**config.mk**
```make
export PLATFORM = sky130hd
export DESIGN_NAME = ps2_key_decoder_flat
export DESIGN_NICKNAME = d
export VERILOG_FILES = /design/src/rtl/ps2_key_decoder_if.sv /design/src/rtl/ps2_key_decoder.sv /design/src/flat_wrapper.sv
export SDC_FILE = /design/constraint.sdc
export NUM_CORES = 1
export LEC_CHECK = 0
export BUFFER_PORTS_ARGS = -buffer_cell sky130_fd_sc_hd__buf_2
export CAP_MARGIN = 20
export CORE_MARGIN = 3
export CORE_UTILIZATION = 40
export CTS_CLUSTER_SIZE = 10
export DETAILED_ROUTE_END_ITERATION = 16
export PLACE_DENSITY_LB_ADDON = 0.08
export SLEW_MARGIN = 20
export SYNTH_ARGS = -nofsm -noshare
export SYNTH_HDL_FRONTEND = slang
export SYNTH_SLANG_ARGS = --single-unit
```
**constraint.sdc**
```tcl
create_clock -name CLK -period 1.7 [get_ports CLK]
set_input_delay 0.17 -clock CLK [delete_from_list [all_inputs] [get_ports CLK]]
set_output_delay 0.17 -clock CLK [all_outputs]
set_load 0.02 [all_outputs]
```
**src/rtl/ps2_key_decoder_if.sv**
```systemverilog
// Decoded keyboard outputs: held key levels, the last scancode and debug strobes.
// The decoder drives the master side. The arpeggiator and debug logic use the slave side.
interface ps2_key_decoder_if;
   logic       key0;
   logic       key1;
   logic       key2;
   logic       key3;
   logic [7:0] scancode;
   logic       code_valid;
   logic       frame_err;

   modport master (output key0, key1, key2, key3, scancode, code_valid, frame_err);
   modport slave  (input  key0, key1, key2, key3, scancode, code_valid, frame_err);
endinterface

```
**src/rtl/ps2_key_decoder.sv**
```systemverilog
// PS/2 keyboard receiver. It filters the clock, frames bytes and checks them, then tracks F0/E0 prefixes.
// It holds one key-on level per mapped make code.
module ps2_key_decoder #(
   parameter logic [7:0]  KEY0_CODE = 8'h1C,
   parameter logic [7:0]  KEY1_CODE = 8'h1B,
   parameter logic [7:0]  KEY2_CODE = 8'h23,
   parameter logic [7:0]  KEY3_CODE = 8'h2B,
   parameter logic [15:0] TIMEOUT   = 16'd50000
) (
   input  logic              CLK,
   input  logic              RESET_N,
   input  logic              PS2_CLK,
   input  logic              PS2_DAT,
   ps2_key_decoder_if.master kb
);

   typedef enum logic [1:0] {S_IDLE, S_DATA, S_PARITY, S_STOP} state_t;

   logic [1:0]  r_clk_sync;
   logic [1:0]  r_dat_sync;
   logic        r_clk_filt;
   logic [1:0]  r_agree_cnt;
   logic        r_fall_strb;
   state_t      r_state;
   logic [2:0]  r_bit_cnt;
   logic [7:0]  r_shift;
   logic        r_par_ok;
   logic [15:0] r_to_cnt;
   logic        r_brk_pend;
   logic        r_ext_pend;
   logic [3:0]  r_key;
   logic [7:0]  r_scancode;
   logic        r_code_valid;
   logic        r_frame_err;

   logic        w_clk_s;
   logic        w_dat_s;
   logic [3:0]  w_key_hit;

   assign w_clk_s   = r_clk_sync[1];
   assign w_dat_s   = r_dat_sync[1];
   assign w_key_hit = {r_shift == KEY3_CODE, r_shift == KEY2_CODE,
                       r_shift == KEY1_CODE, r_shift == KEY0_CODE};

   // Synchronizers and the filter reset to the idle-high bus level. This keeps a release from reset from looking like a falling edge.
   always_ff @(posedge CLK or negedge RESET_N) begin
      if (!RESET_N) begin
         r_clk_sync  <= 2'b11;
         r_dat_sync  <= 2'b11;
         r_clk_filt  <= 1'b1;
         r_agree_cnt <= 2'd0;
         r_fall_strb <= 1'b0;
      end else begin
         // NOTE: every register in a clocked block uses <=. All of them then update together from values taken before the edge.
         r_clk_sync  <= {r_clk_sync[0], PS2_CLK};
         r_dat_sync  <= {r_dat_sync[0], PS2_DAT};
         r_fall_strb <= 1'b0;
         if (w_clk_s == r_clk_filt) begin
            r_agree_cnt <= 2'd0;
         end else if (r_agree_cnt == 2'd3) begin
            r_clk_filt  <= w_clk_s;
            r_agree_cnt <= 2'd0;
            r_fall_strb <= r_clk_filt;
         end else begin
            r_agree_cnt <= r_agree_cnt + 2'd1;
         end
      end
   end

   always_ff @(posedge CLK or negedge RESET_N) begin
      if (!RESET_N) begin
         r_state      <= S_IDLE;
         r_bit_cnt    <= 3'd0;
         r_shift      <= 8'h00;
         r_par_ok     <= 1'b0;
         r_to_cnt     <= 16'd0;
         r_brk_pend   <= 1'b0;
         r_ext_pend   <= 1'b0;
         r_key        <= 4'b0000;
         r_scancode   <= 8'h00;
         r_code_valid <= 1'b0;
         r_frame_err  <= 1'b0;
      end else begin
         r_code_valid <= 1'b0;
         r_frame_err  <= 1'b0;
         if (r_fall_strb) begin
            r_to_cnt <= 16'd0;
            unique case (r_state)
               S_IDLE: begin
                  if (!w_dat_s) begin
                     r_state   <= S_DATA;
                     r_bit_cnt <= 3'd0;
                  end
               end
               S_DATA: begin
                  r_shift   <= {w_dat_s, r_shift[7:1]};
                  r_bit_cnt <= r_bit_cnt + 3'd1;
                  if (r_bit_cnt == 3'd7) r_state <= S_PARITY;
               end
               S_PARITY: begin
                  r_par_ok <= ^{r_shift, w_dat_s};
                  r_state  <= S_STOP;
               end
               S_STOP: begin
                  r_state <= S_IDLE;
                  if (w_dat_s && r_par_ok) begin
                     r_scancode   <= r_shift;
                     r_code_valid <= 1'b1;
                     if (r_shift == 8'hF0) begin
                        r_brk_pend <= 1'b1;
                     end else if (r_shift == 8'hE0) begin
                        r_ext_pend <= 1'b1;
                     end else begin
                        if (!r_ext_pend)
                           r_key <= (r_key & ~w_key_hit) | (w_key_hit & {4{!r_brk_pend}});
                        r_brk_pend <= 1'b0;
                        r_ext_pend <= 1'b0;
                     end
                  end else begin
                     r_frame_err <= 1'b1;
                  end
               end
               default: r_state <= S_IDLE;
            endcase
         end else if (r_state == S_IDLE) begin
            r_to_cnt <= 16'd0;
         end else if (r_to_cnt == TIMEOUT - 16'd1) begin
            // A stalled partial frame is abandoned. Prefix flags and key levels are kept.
            r_state     <= S_IDLE;
            r_to_cnt    <= 16'd0;
            r_frame_err <= 1'b1;
         end else begin
            r_to_cnt <= r_to_cnt + 16'd1;
         end
      end
   end

   assign kb.key0       = r_key[0];
   assign kb.key1       = r_key[1];
   assign kb.key2       = r_key[2];
   assign kb.key3       = r_key[3];
   assign kb.scancode   = r_scancode;
   assign kb.code_valid = r_code_valid;
   assign kb.frame_err  = r_frame_err;

endmodule
```
**src/flat_wrapper.sv**
```systemverilog
// flat-port wrapper written by rule: the top's interface ports become plain ports
module ps2_key_decoder_flat 
#(
   parameter logic [7:0]  KEY0_CODE = 8'h1C,
   parameter logic [7:0]  KEY1_CODE = 8'h1B,
   parameter logic [7:0]  KEY2_CODE = 8'h23,
   parameter logic [7:0]  KEY3_CODE = 8'h2B,
   parameter logic [15:0] TIMEOUT   = 16'd50000
)
  (CLK, RESET_N, PS2_CLK, PS2_DAT, kb_key0, kb_key1, kb_key2, kb_key3, kb_scancode, kb_code_valid, kb_frame_err);
  ps2_key_decoder_if kb_i ();
  input  logic CLK;
  input  logic RESET_N;
  input  logic PS2_CLK;
  input  logic PS2_DAT;
  output wire logic [$bits(kb_i.key0)-1:0] kb_key0;
  output wire logic [$bits(kb_i.key1)-1:0] kb_key1;
  output wire logic [$bits(kb_i.key2)-1:0] kb_key2;
  output wire logic [$bits(kb_i.key3)-1:0] kb_key3;
  output wire logic [$bits(kb_i.scancode)-1:0] kb_scancode;
  output wire logic [$bits(kb_i.code_valid)-1:0] kb_code_valid;
  output wire logic [$bits(kb_i.frame_err)-1:0] kb_frame_err;
  assign kb_key0 = kb_i.key0;
  assign kb_key1 = kb_i.key1;
  assign kb_key2 = kb_i.key2;
  assign kb_key3 = kb_i.key3;
  assign kb_scancode = kb_i.scancode;
  assign kb_code_valid = kb_i.code_valid;
  assign kb_frame_err = kb_i.frame_err;
  ps2_key_decoder #(.KEY0_CODE(KEY0_CODE), .KEY1_CODE(KEY1_CODE), .KEY2_CODE(KEY2_CODE), .KEY3_CODE(KEY3_CODE), .TIMEOUT(TIMEOUT)) u_core (.CLK(CLK), .RESET_N(RESET_N), .PS2_CLK(PS2_CLK), .PS2_DAT(PS2_DAT), .kb(kb_i));
endmodule
```
-- Word level (Yosys, flattened, before mapping)
Cells that the tools add are included.
- output and inout port bits: 14
- bits in registers: 54
- bits of input ports: 4
- reductions and logical operators: 15
- bitwise operators: 8
- add/subtract/negate cells: 3
- equality and inequality tests: 17
- muxes and demuxes: 26
- operators with widths (operator ; count):
    16-bit two-way mux ; 3
    16-bit by 1-bit adder with 16-bit output (second input constant) ; 1
    16-bit equality test (second input constant) ; 1
    8-bit by 5-bit equality test with 1-bit output (second input constant) ; 2
    8-bit by 6-bit equality test with 1-bit output (second input constant) ; 2
    8-bit equality test (second input constant) ; 2
    2-bit two-way mux ; 7
    1-bit two-way mux ; 13
    4-bit AND reduction ; 3
    9-bit XOR reduction ; 1
    4-bit AND ; 2
    2-bit case mux with 4 select lines ; 1
    2-bit equality test (second input constant) ; 3
    3-bit case mux with 2 select lines ; 1
    2-bit AND reduction ; 3
    3-bit AND reduction ; 2
    6-bit AND reduction ; 1
    2-bit by 1-bit != test with 1-bit output (second input constant) ; 2
    1-bit NOT ; 4
    4-bit NOT ; 1
    4-bit bitwise OR ; 1
    2-bit nonzero test ; 2
    3-bit by 1-bit adder with 3-bit output (second input constant) ; 1
    3-bit equality test (second input constant) ; 1
    other kinds (9) ; 9

-- Depth between registers and ports, before layout
Gate-level depths: netlist of run 1.
- depth after elaboration: 4
- mapped depth: 6

-- Least setup slack after synthesis of run 1
No wires, ideal clock.
- kind: register to register
- from: register u_core.r_to_cnt[0]
- to: register u_core.r_to_cnt[10]
- setup time: 0.132 ns
- cell stages (with the launch flop): 7
- clock period less this slack: 1.626 ns
- arrival: 1.494 ns
- slack: 0.074 ns
- path through: dfrtp_1 > ha_1 > and3_1 > and4_1 > nand2b_1 > clkbuf_1 > nor2_1
- longest elaborated chain between the ends: 4
- elaborated cells between the ends (all ways): 5
- ends and longest elaborated chain (element ; RTL line ; text):
    start: declaration ; ps2_key_decoder.sv:28 ; logic [15:0] r_to_cnt;
    start signal: assignment ; ps2_key_decoder.sv:133 ; r_to_cnt <= r_to_cnt + 16'd1;
    16-bit by 1-bit adder with 16-bit output or 16-bit equality test (tied branches) ; ps2_key_decoder.sv:133, ps2_key_decoder.sv:127 ;
    16-bit two-way mux (*) ; ps2_key_decoder.sv:127 ; end else if (r_to_cnt == TIMEOUT - 16'd1) begin
    16-bit two-way mux (*) ; ps2_key_decoder.sv:125 ; end else if (r_state == S_IDLE) begin
    16-bit two-way mux (*) ; ps2_key_decoder.sv:86 ; if (r_fall_strb) begin
Every way passes the cells marked *; elsewhere a longest branch is shown, timed or not.
A chain may end at the register's enable or synchronous reset.

-- Final worst setup path of run 1
- from: register u_core.r_to_cnt[5]
- to: register u_core.r_to_cnt[15]
Same word-level chain as after synthesis.

==> summary.txt, run 1 <==
Run status
  • Outcome: completed

Power
  • Switching Share: 0.232
  • Total power draw: 2.20 mW
  • Cell-internal power: around 1.7 mW
  • NetSw: slightly above 500 µW
  • Comb pwr share: 0.058
  • P per Cell Area: 750 nW/µm²
  • Flop pwr share: 0.619
  • Clock network power share: 0.323
  • Static Leak: 1.41 nW
  • Peak VDD IR: approximately 0.00053 V

Placement
  • Port bufs: 17
  • Placed cell count: between 300 and 400
  • Gpl congestion: 0.751
  • Post-DP HPWL: 3190 µm
  • Worst slack at placement: 23.5 ps

Synth
  • Top FF cell, synth: dfrtp_1
  • Yosys warning total: 0
  • Simple-gate share of the synthesized area: 0.192
  • Synthesized area per cell: about 11 µm²
  • Post-synthesis compound-gate area fraction: 0.0587
  • Post-synth EDFFs: 0
  • Post-Synth Adder-Cell Area: 0.0460
  • XOR/XNOR Fraction of Synth Area: 0.0735
  • Yosys cell types: 39
  • Netlist Area Pre-Place: around 2400 µm²
  • Largest family of logic cells by synthesized area: simple AND/OR/NAND/NOR gates
  • Mux contribution to synthesized area: 0.0541
  • Post-synth net total: ~240
  • Share of flip-flops with an asynchronous set or reset: 1.00
  • Synth Register Bits: 54
  • Post-synthesis cell count: 224
  • Sequential area share after synthesis: 0.554

Setup path
  • Reg2reg start: u_core.r_to_cnt[5]$_DFF_PN0_
  • Length in cells of the worst reg-to-reg path: 4
  • Reg2reg setup slack: 90 ps
  • Critical Path AT: around 1900 ps
  • CP Max Fanout: 6
  • WS Path Type: flop to flop
  • CP Launch Type: flop
  • Reg2Reg Capture Point: u_core.r_to_cnt[15]$_DFF_PN0_
  • Required @ worst endpoint: 1940 ps
  • Worst setup EP type: flop

Die
  • Initial Utilization: 0.429
  • Total Die Area: 7100 µm²
  • Die Width: 84.3 µm
  • Die height: 84.3 µm
  • Row cnt: 27
  • IO Count: 18
  • Core area: 5710 µm²

Clocking
  • Clock Tree Buf Depth: 2
  • Number of buffers created by CTS: 5
  • Root Buffer: clkbuf_8
  • CTS tree: done
  • H-Tree Depth: 2
  • CTS Sinks: 54
  • Clock-pin slew on the worst setup and hold paths: 100 ps
  • Clock latency on the worst-skew pair: 300 ps

STA
  • Worst Tran Pin Value: 401 ps
  • Setup_tns: 0 ps
  • Final period util: 0.948
  • Final Setup Violations: 0
  • Layout Skew: 7.60 ps
  • Pins Over Slew Limit: 0
  • Final worst setup slack: 88.8 ps
  • Post-layout min period: 1610 ps
  • Slew Limit Headroom: 0.729
  • Final hold violation count: 0
  • FMAX: 621 MHz
  • RSZ-0062 raised after global routing: false

Route
  • Routed WL: 4630 µm
  • WL/cell: 13.5 µm
  • Top sig layer: met4
  • Vias after detailed routing: 1672
  • Post-route ant nets: 0
  • Starting DRT DRC Count: 63
  • Wire length on met3: 111 µm
  • Routed length on met1: ~2400 µm
  • DR pass1 iterations: 4
  • Vias per std cell: just under 5
  • Residual DRC: 0
  • Met2 WL: 2030 µm

GRT
  • Congestion Overflow GR: 0
  • Gr usage total: 0.141
  • Antenna violations before repair: 0
  • Global-route wire length before repair: 8160 µm
  • Pin count of the biggest net entering global routing: 55
  • Vias in the first global route: 1733

Finish
  • FILL cells: 550
  • Diode count: 0
  • Commonest cells after routing, fill and taps aside: dfrtp_1, nand2_1, buf_4
  • Most common cell after layout, fill and taps aside: dfrtp_1
  • Area growth syn-to-layout: 19.7%
  • Fin nets: about 280
  • Fraction of layout cells with a size suffix above 1: 0.262
  • Final instance count without filler cells: 343

Min path
  • Hold_sp: u_core.r_clk_sync[0]$_DFF_PN1_
  • Worst hold endpoint: u_core.r_clk_sync[1]$_DFF_PN1_
  • Hold path cells: 0
  • Hold Path Class: flop to flop

Run
  • Max-cap viol count: 0
power by group through the flow:
stage | logic [mW] | registers [mW] | clock network (mW)
after global routing | 0.152 | 1.37 | 0.803
final | 0.128 | 1.36 | 0.710
after global placement | 0.123 | 1.38 | 0
after CTS | 0.132 | 1.36 | 0.745
after floorplan | 0.0736 | 1.38 | 0
after detailed placement | 0.126 | 1.38 | 0
per-stage QoR:
stage | util | hold WS (ps) | area, µm²
floorplan | - | -126 | 2450
global placement | 0.488 | 193 | 2780
detailed placement | 0.488 | 192 | 2780
CTS | 0.508 | 364 | 2900
global route | 0.514 | 365 | 2930
finish | 0.514 | 362 | 2930
how the worst max path moves through the flow:
| stage | from | endpoint | slack [ps] | cells after the start |
|---|---|---|---|---|
| 6_report | u_core.r_to_cnt[5]$_DFF_PN0_ | u_core.r_to_cnt[15]$_DFF_PN0_ | 90 | 4 |
| 2_1_floorplan | u_core.r_to_cnt[0]$_DFF_PN0_ | u_core.r_to_cnt[10]$_DFF_PN0_ | 70 | 6 |
| 5_1_grt | u_core.r_to_cnt[5]$_DFF_PN0_ | u_core.r_to_cnt[13]$_DFF_PN0_ | 30 | 4 |
| 3_5_place_dp | u_core.r_shift[7]$_DFFE_PN0P_ | flop | 20 | 4 |
| 3_3_place_gp | u_core.r_shift[7]$_DFFE_PN0P_ | flop | 80 | 4 |
| 4_1_cts | u_core.r_shift[7]$_DFFE_PN0P_ | flop | 9 | 4 |
cell usage after synthesis (4+ instances only):
cell type  instances  area [µm²]
dfrtp_1           49        1230
nand2_1           37         139
nor2_1            22        82.6
xnor2_1           15         131
mux2_2            10         113
ha_1               9         113
inv_1              9        33.8
o21ai_0            7        35.0
a21oi_1            5        25.0
clkbuf_1           5        18.8
dfstp_2            5         131
nor3_1             5        25.0
or3_1              4        25.0
layout make-up:
class | instances | area, µm² | share of cell area
Clock buffer | 6 | 72.6 | 0.0247
Clock inverter | 2 | 15.0 | 0.00512
Inverter | 9 | 33.8 | 0.0115
Multi-Input combinational cell | 156 | 1060 | 0.360
Sequential cell | 54 | 1360 | 0.463
Tap cell | 72 | 90.1 | 0.0307
Timing Repair Buffer | 44 | 308 | 0.105
flip-flops by register name, summed over array words and instances, names as in the netlist, 2 cells and up, named ones only:
register            count
u_core.r_dat_sync       2
u_core.r_bit_cnt        3
u_core.r_agree_cnt      2
u_core.r_state          2
u_core.kb.scancode      8
u_core.r_shift          8
u_core.r_to_cnt        16
u_core.r_clk_sync       2
logic make-up after synthesis:
family | Yosys count
simple gates | 94
flops | 54
compound gates | 22
xor+xnor | 19
buf+inv | 14
mux | 12
fa+ha+maj | 9
timing repair:
action                                  in CTS  in global routing
hold buffers                                 3                  0
hold endpoints to repair                    51                  0
resized for setup                            0                  3
buffers inserted                             0                  2
endpoints found under the setup margin       0                  5
routing by layer:
layer	up-vias	track usage
met5	-	0
met4	0	0.0439
li1	851	-
met1	797	0.203
met3	4	0.0275
met2	20	0.215
worst max-delay path, stage by stage (launching register included):
cell and delay, ps:
dfrtp_1 410, nand3_2 90, or4_4 540, or3_1 350, a21oi_1 140
No activity file was read; power rests on OpenSTA's default activity.
==> inputs of run 2 (changes only) <==
Settings changed: CTS_BUF_LIST from default to sky130_fd_sc_hd__clkbuf_4 sky130_fd_sc_hd__clkbuf_8 sky130_fd_sc_hd__clkbuf_16.
==> run 2 against run 1 <==
Fmax unchanged. Critical path type unchanged. Die area unchanged. Power is 0.73% higher.
==> summary.txt, run 2 (same netlist as run 1, synthesis figures left out) <==
Run status
  • Outcome: completed

GRT
  • Pin count of the biggest net entering global routing: 55
  • Met3 Use GR: 0.0275
  • Grt met2 use: 0.215
  • Antenna violations before repair: 0
  • Layer with the highest usage: met2
  • Global-route wire length before repair: a little over 8000 µm
  • Congestion Overflow GR: 0
  • Met1 Use GR: 0.203
  • Gr usage total: 0.141
  • Vias in the first global route: 1733

Finish
  • Fraction of layout cells with a size suffix above 1: 0.266
  • Fin nets: 283
  • Biggest register: u_core.r_to_cnt
  • FILL cells: 550
  • Most common cell after layout, fill and taps aside: dfrtp_1
  • Commonest cells after routing, fill and taps aside: dfrtp_1, nand2_1, buf_4
  • Area growth syn-to-layout: 19.9%
  • Max FFs per register: 16
  • Diode count: 0

STA
  • Pins Over Slew Limit: 0
  • Setup_tns: 0 ps
  • Layout Skew: 7.67 ps
  • FMAX: between 600 and 700 MHz
  • Worst Tran Pin Value: 401 ps
  • Final Setup Violations: 0
  • RSZ-0062 raised after global routing: false
  • Final hold violation count: 0
  • Final worst setup slack: a little under 90 ps
  • Post-layout min period: 1610 ps
  • Final period util: 0.948
  • Slew Limit Headroom: 0.729

Die
  • IO Count: 18
  • Die height: 84.3 µm
  • Initial Utilization: 0.429
  • Die Width: 84.3 µm
  • Row cnt: 27
  • Total Die Area: 7100 µm²
  • Core area: around 5700 µm²

Route
  • DR pass1 iterations: 4
  • Vias after detailed routing: 1672
  • Routed WL: between 4000 and 5000 µm
  • WL/cell: between 10 and 15 µm
  • Starting DRT DRC Count: 63
  • Post-route ant nets: 0
  • Vias per std cell: 4.87
  • Residual DRC: 0

Setup path
  • Critical Path AT: around 1900 ps
  • CP Max Fanout: 6
  • Worst setup EP type: flop
  • Required @ worst endpoint: 1940 ps
  • WS Path Type: flop to flop
  • CP Launch Type: flop

Placement
  • Post-DP HPWL: 3190 µm
  • Worst slack at placement: 23.5 ps
  • Gpl congestion: 0.751
  • Port bufs: 17

Power
  • Static Leak: 1.41 nW
  • P per Cell Area: 754 nW/µm²
  • Peak VDD IR: roughly 0.00053 V

Clocking
  • CTS tree: done
  • Root Buffer: clkbuf_8
  • Clock Tree Buf Depth: 2
  • CTS Sinks: 54
  • Number of buffers created by CTS: 5
  • Clock latency on the worst-skew pair: about 300 ps
  • Clock-pin slew on the worst setup and hold paths: 100 ps
  • H-Tree Depth: 2

Run
  • Max-cap viol count: 0

Min path
  • Hold Path Class: flop to flop
==> run 2: cell counts in the layout (fill, tap and decap cells not counted) <==
No cell type changed its count.
==> run 2: path summary, 6_finish.rpt <==
| check | startpoint | to | slack [ps] | cells after the start |
|---|---|---|---|---|
| worst max register to register | u_core.r_to_cnt[5]$_DFF_PN0_ | u_core.r_to_cnt[15]$_DFF_PN0_ | 90 | 4 |
| worst min register to register | u_core.r_clk_sync[0]$_DFF_PN1_ | u_core.r_clk_sync[1]$_DFF_PN1_ | 360 | 0 |
| worst max-delay path | u_core.r_to_cnt[5]$_DFF_PN0_ | u_core.r_to_cnt[15]$_DFF_PN0_ | 90 | 4 |
| max in group asynchronous | RESET_N | u_core.r_dat_sync[1]$_DFF_PN1_ | 1000 | 3 |
| min in group asynchronous | RESET_N | u_core.r_to_cnt[11]$_DFF_PN0_ | 390 | 3 |
| worst min-delay path | u_core.r_clk_sync[0]$_DFF_PN1_ | u_core.r_clk_sync[1]$_DFF_PN1_ | 360 | 0 |
==> run 2: through the flow <==
| stage | cell area [µm²] | total power [mW] | hold slack (ps) | util | std cells |
|---|---|---|---|---|---|
| after floorplan | 2450 | 1.45 | -126 | - | 224 |
| after global placement | 2780 | 1.51 | 193 | 0.488 | 330 |
| after detailed placement | 2780 | 1.51 | 192 | 0.488 | 330 |
| after CTS | 2910 | 2.25 | 364 | 0.509 | 341 |
| after global routing | 2940 | 2.34 | 365 | 0.514 | 343 |
| final | 2940 | 2.21 | 362 | 0.514 | 343 |
==> run 2: routing by layer <==
layer / vias to the layer above / part of all wire
met4: 0 / 0.0091
met2: 20 / 0.44
met3: 4 / 0.024
li1: 851 / -
met5: - / 0
met1: 797 / 0.53
==> run 2: worst max-delay path, cell delays in order (launching register included) <==
cell	delay, ps
dfrtp_1	410
nand3_2	90
or4_4	540
or3_1	350
a21oi_1	140
==> run 2: final cells by class <==
| cell class | count | area [µm²] | share of cell area |
|---|---|---|---|
| Clock buffer | 6 | 76.3 | 0.0260 |
| Clock inverter | 2 | 15.0 | 0.00511 |
| Inverter | 9 | 33.8 | 0.0115 |
| Multi-Input combinational cell | 156 | 1060 | 0.360 |
| Sequential cell | 54 | 1360 | 0.462 |
| Tap cell | 72 | 90.1 | 0.0307 |
| Timing Repair Buffer | 44 | 308 | 0.105 |
==> run 2: power breakdown <==
group / total, mW / internal [mW] / switching, mW
sequential: 1.36 / 1.34 / 0.0243
combinational: 0.128 / 0.0621 / 0.0664
clock: 0.726 / 0.307 / 0.419
==> run 2: what timing repair did <==
item / CTS / global route
setup buffers: 0 / 2
endpoints found under the setup margin: 0 / 5
hold buffers: 3 / 0
gates resized for setup: 0 / 3
hold endpoints to repair: 51 / 0
==> inputs of run 3 (changes only) <==
Settings changed: CORE_MARGIN 3 to 5.
==> run 3 against run 2 <==
Cell count increased by 1.5%. Largest power group unchanged. Utilization decreased by 1.8 points. Sequential power about the same. Power increased by 1.1%. Critical endpoint unchanged. Design area increased by 0.77%. Critical path type unchanged. Routed wire length increased by 3.7%. Highest routed layer unchanged.
==> summary.txt, run 3 (same netlist as run 1, synthesis figures left out) <==
Run status
  • Outcome: completed

Setup path
  • WS Path Type: flop to flop
  • Required @ worst endpoint: 1930 ps
  • Critical Path Slowest Stage Cell: or4_4
  • CP Launch Type: flop
  • Length in cells of the worst reg-to-reg path: 4
  • Reg2Reg Capture Point: u_core.r_to_cnt[15]$_DFF_PN0_
  • CP Max Fanout: 6
  • Reg2reg setup slack: 80 ps
  • CP Depth: 4
  • Crit path to: u_core.r_to_cnt[15]$_DFF_PN0_
  • Worst setup path start: u_core.r_to_cnt[3]$_DFF_PN0_
  • Worst setup EP type: flop
  • CP cell instances: nand3_2, or4_4, or3_1, a21oi_2
  • CP delay by family, top: simple AND/OR/NAND/NOR gates
  • Reg2reg start: u_core.r_to_cnt[3]$_DFF_PN0_
  • Critical path's largest stage delay: 550 ps
  • Critical Path AT: about 1900 ps
  • Count of buffer and inverter cells on the critical path: 0

STA
  • Layout Skew: 8.86 ps
  • Final period util: 0.951
  • Final hold violation count: 0
  • Post-layout min period: 1620 ps
  • Slew Limit Headroom: 0.681
  • Final Setup Violations: 0
  • FMAX: 619 MHz
  • Final worst setup slack: around 84 ps
  • Worst Tran Pin Value: 478 ps
  • RSZ-0062 raised after global routing: true
  • Pins Over Slew Limit: 0

Route
  • WL/cell: 13.8 µm
  • Residual DRC: 0
  • Vias after detailed routing: between 1500 and 2000
  • Starting DRT DRC Count: 45
  • DR pass1 iterations: 4
  • Routed WL: 4800 µm
  • Post-route ant nets: 0
  • Vias per std cell: 5.04

GRT
  • Gr usage total: 0.139
  • Antenna violations before repair: 0
  • Congestion Overflow GR: 0
  • Vias in the first global route: 1820
  • Pin count of the biggest net entering global routing: 38
  • Global-route wire length before repair: 8460 µm

Power
  • Peak VDD IR: 0.000401 V
  • Static Leak: between 1 and 1.5 nW
  • P per Cell Area: 757 nW/µm²

Finish
  • Diode count: 0
  • Final Util: 0.497
  • Final instance count without filler cells: 348
  • Fin nets: 285
  • Fraction of layout cells with a size suffix above 1: 0.282
  • Most common cell after layout, fill and taps aside: dfrtp_1
  • Max FFs per register: 16
  • Area growth syn-to-layout: 20.8%
  • Commonest cells after routing, fill and taps aside: dfrtp_1, nand2_1, buf_4
  • Biggest register: u_core.r_to_cnt

Die
  • Die Width: just under 90 µm
  • Core area: 5960 µm²
  • Die height: 88.3 µm
  • Initial Utilization: 0.411
  • Row cnt: 28
  • IO Count: 18
  • Total Die Area: 7790 µm²

Min path
  • Hold Path Class: input pin to asynchronous set/reset pin

Run
  • Max-cap viol count: 0

Placement
  • Gpl congestion: 0.780
  • Worst slack at placement: 25.3 ps
  • Port bufs: 17
  • Post-DP HPWL: 3440 µm
  • Placed cell count: 336

Clocking
  • Number of buffers created by CTS: 5
  • Clock-pin slew on the worst setup and hold paths: 100 ps
  • Clock latency on the worst-skew pair: around 300 ps
  • Clock Tree Buf Depth: 2
  • Root Buffer: clkbuf_8
  • H-Tree Depth: 2
  • CTS tree: done
  • CTS Sinks: 54
## run 3: worst min path at each step
stage,to,depth (start not counted)
3_3_place_gp,u_core.r_to_cnt[12]$_DFF_PN0_,2
5_1_grt,u_core.r_clk_sync[1]$_DFF_PN1_,0
6_report,u_core.r_to_cnt[8]$_DFF_PN0_,3
3_5_place_dp,u_core.r_to_cnt[12]$_DFF_PN0_,2
4_1_cts,u_core.r_to_cnt[10]$_DFF_PN0_,3
2_1_floorplan,asynchronous set/reset pin,0
## run 3: metrics by stage
stage               total power, mW  hold slack, ps  area (µm²)  setup TNS [ps]
floorplan                      1.45            -126        2450               0
global placement               1.51             153        2800               0
detailed placement             1.51             152        2800               0
CTS                            2.27             347        2920               0
global route                   2.35             365        2960           -5.59
finish                         2.24             351        2960               0
## run 3: layout make-up
cell class	count	area (µm²)
inverter	9	33.8
timing repair buffer	46	310
multi-input combinational	156	1070
sequential	54	1360
clock inverter	1	5.00
clock buffer	7	90.1
tap	75	93.8
fill	573	3000
## run 3: worst register-to-register path, cell delays in order (launching register included)
cell     delay (ps)
dfrtp_1         430
nand3_2         100
or4_4           550
or3_1           340
a21oi_2         140
## run 3: per-layer routing
metal	vias up	wire [µm]	GRT usage	share of wire
li1	862	-	-	-
met3	5	128	0.0279	0.027
met1	865	2310	0.185	0.48
met5	-	0	0	0
met4	0	54	0.0371	0.011
met2	22	2310	0.231	0.48
## run 3: report_power, final
group          total (mW)  internal (mW)  switching, mW
logic               0.130         0.0631         0.0668
clock network       0.749          0.346          0.403
registers            1.36           1.34         0.0246
## run 3: repair_timing
| item | in CTS | in global routing |
|---|---|---|
| hold buffers | 3 | 0 |
| resized for setup | 0 | 6 |
| buffers inserted | 0 | 1 |
| endpoints found under the setup margin | 0 | 6 |
| endpoints found under the hold margin | 51 | 0 |
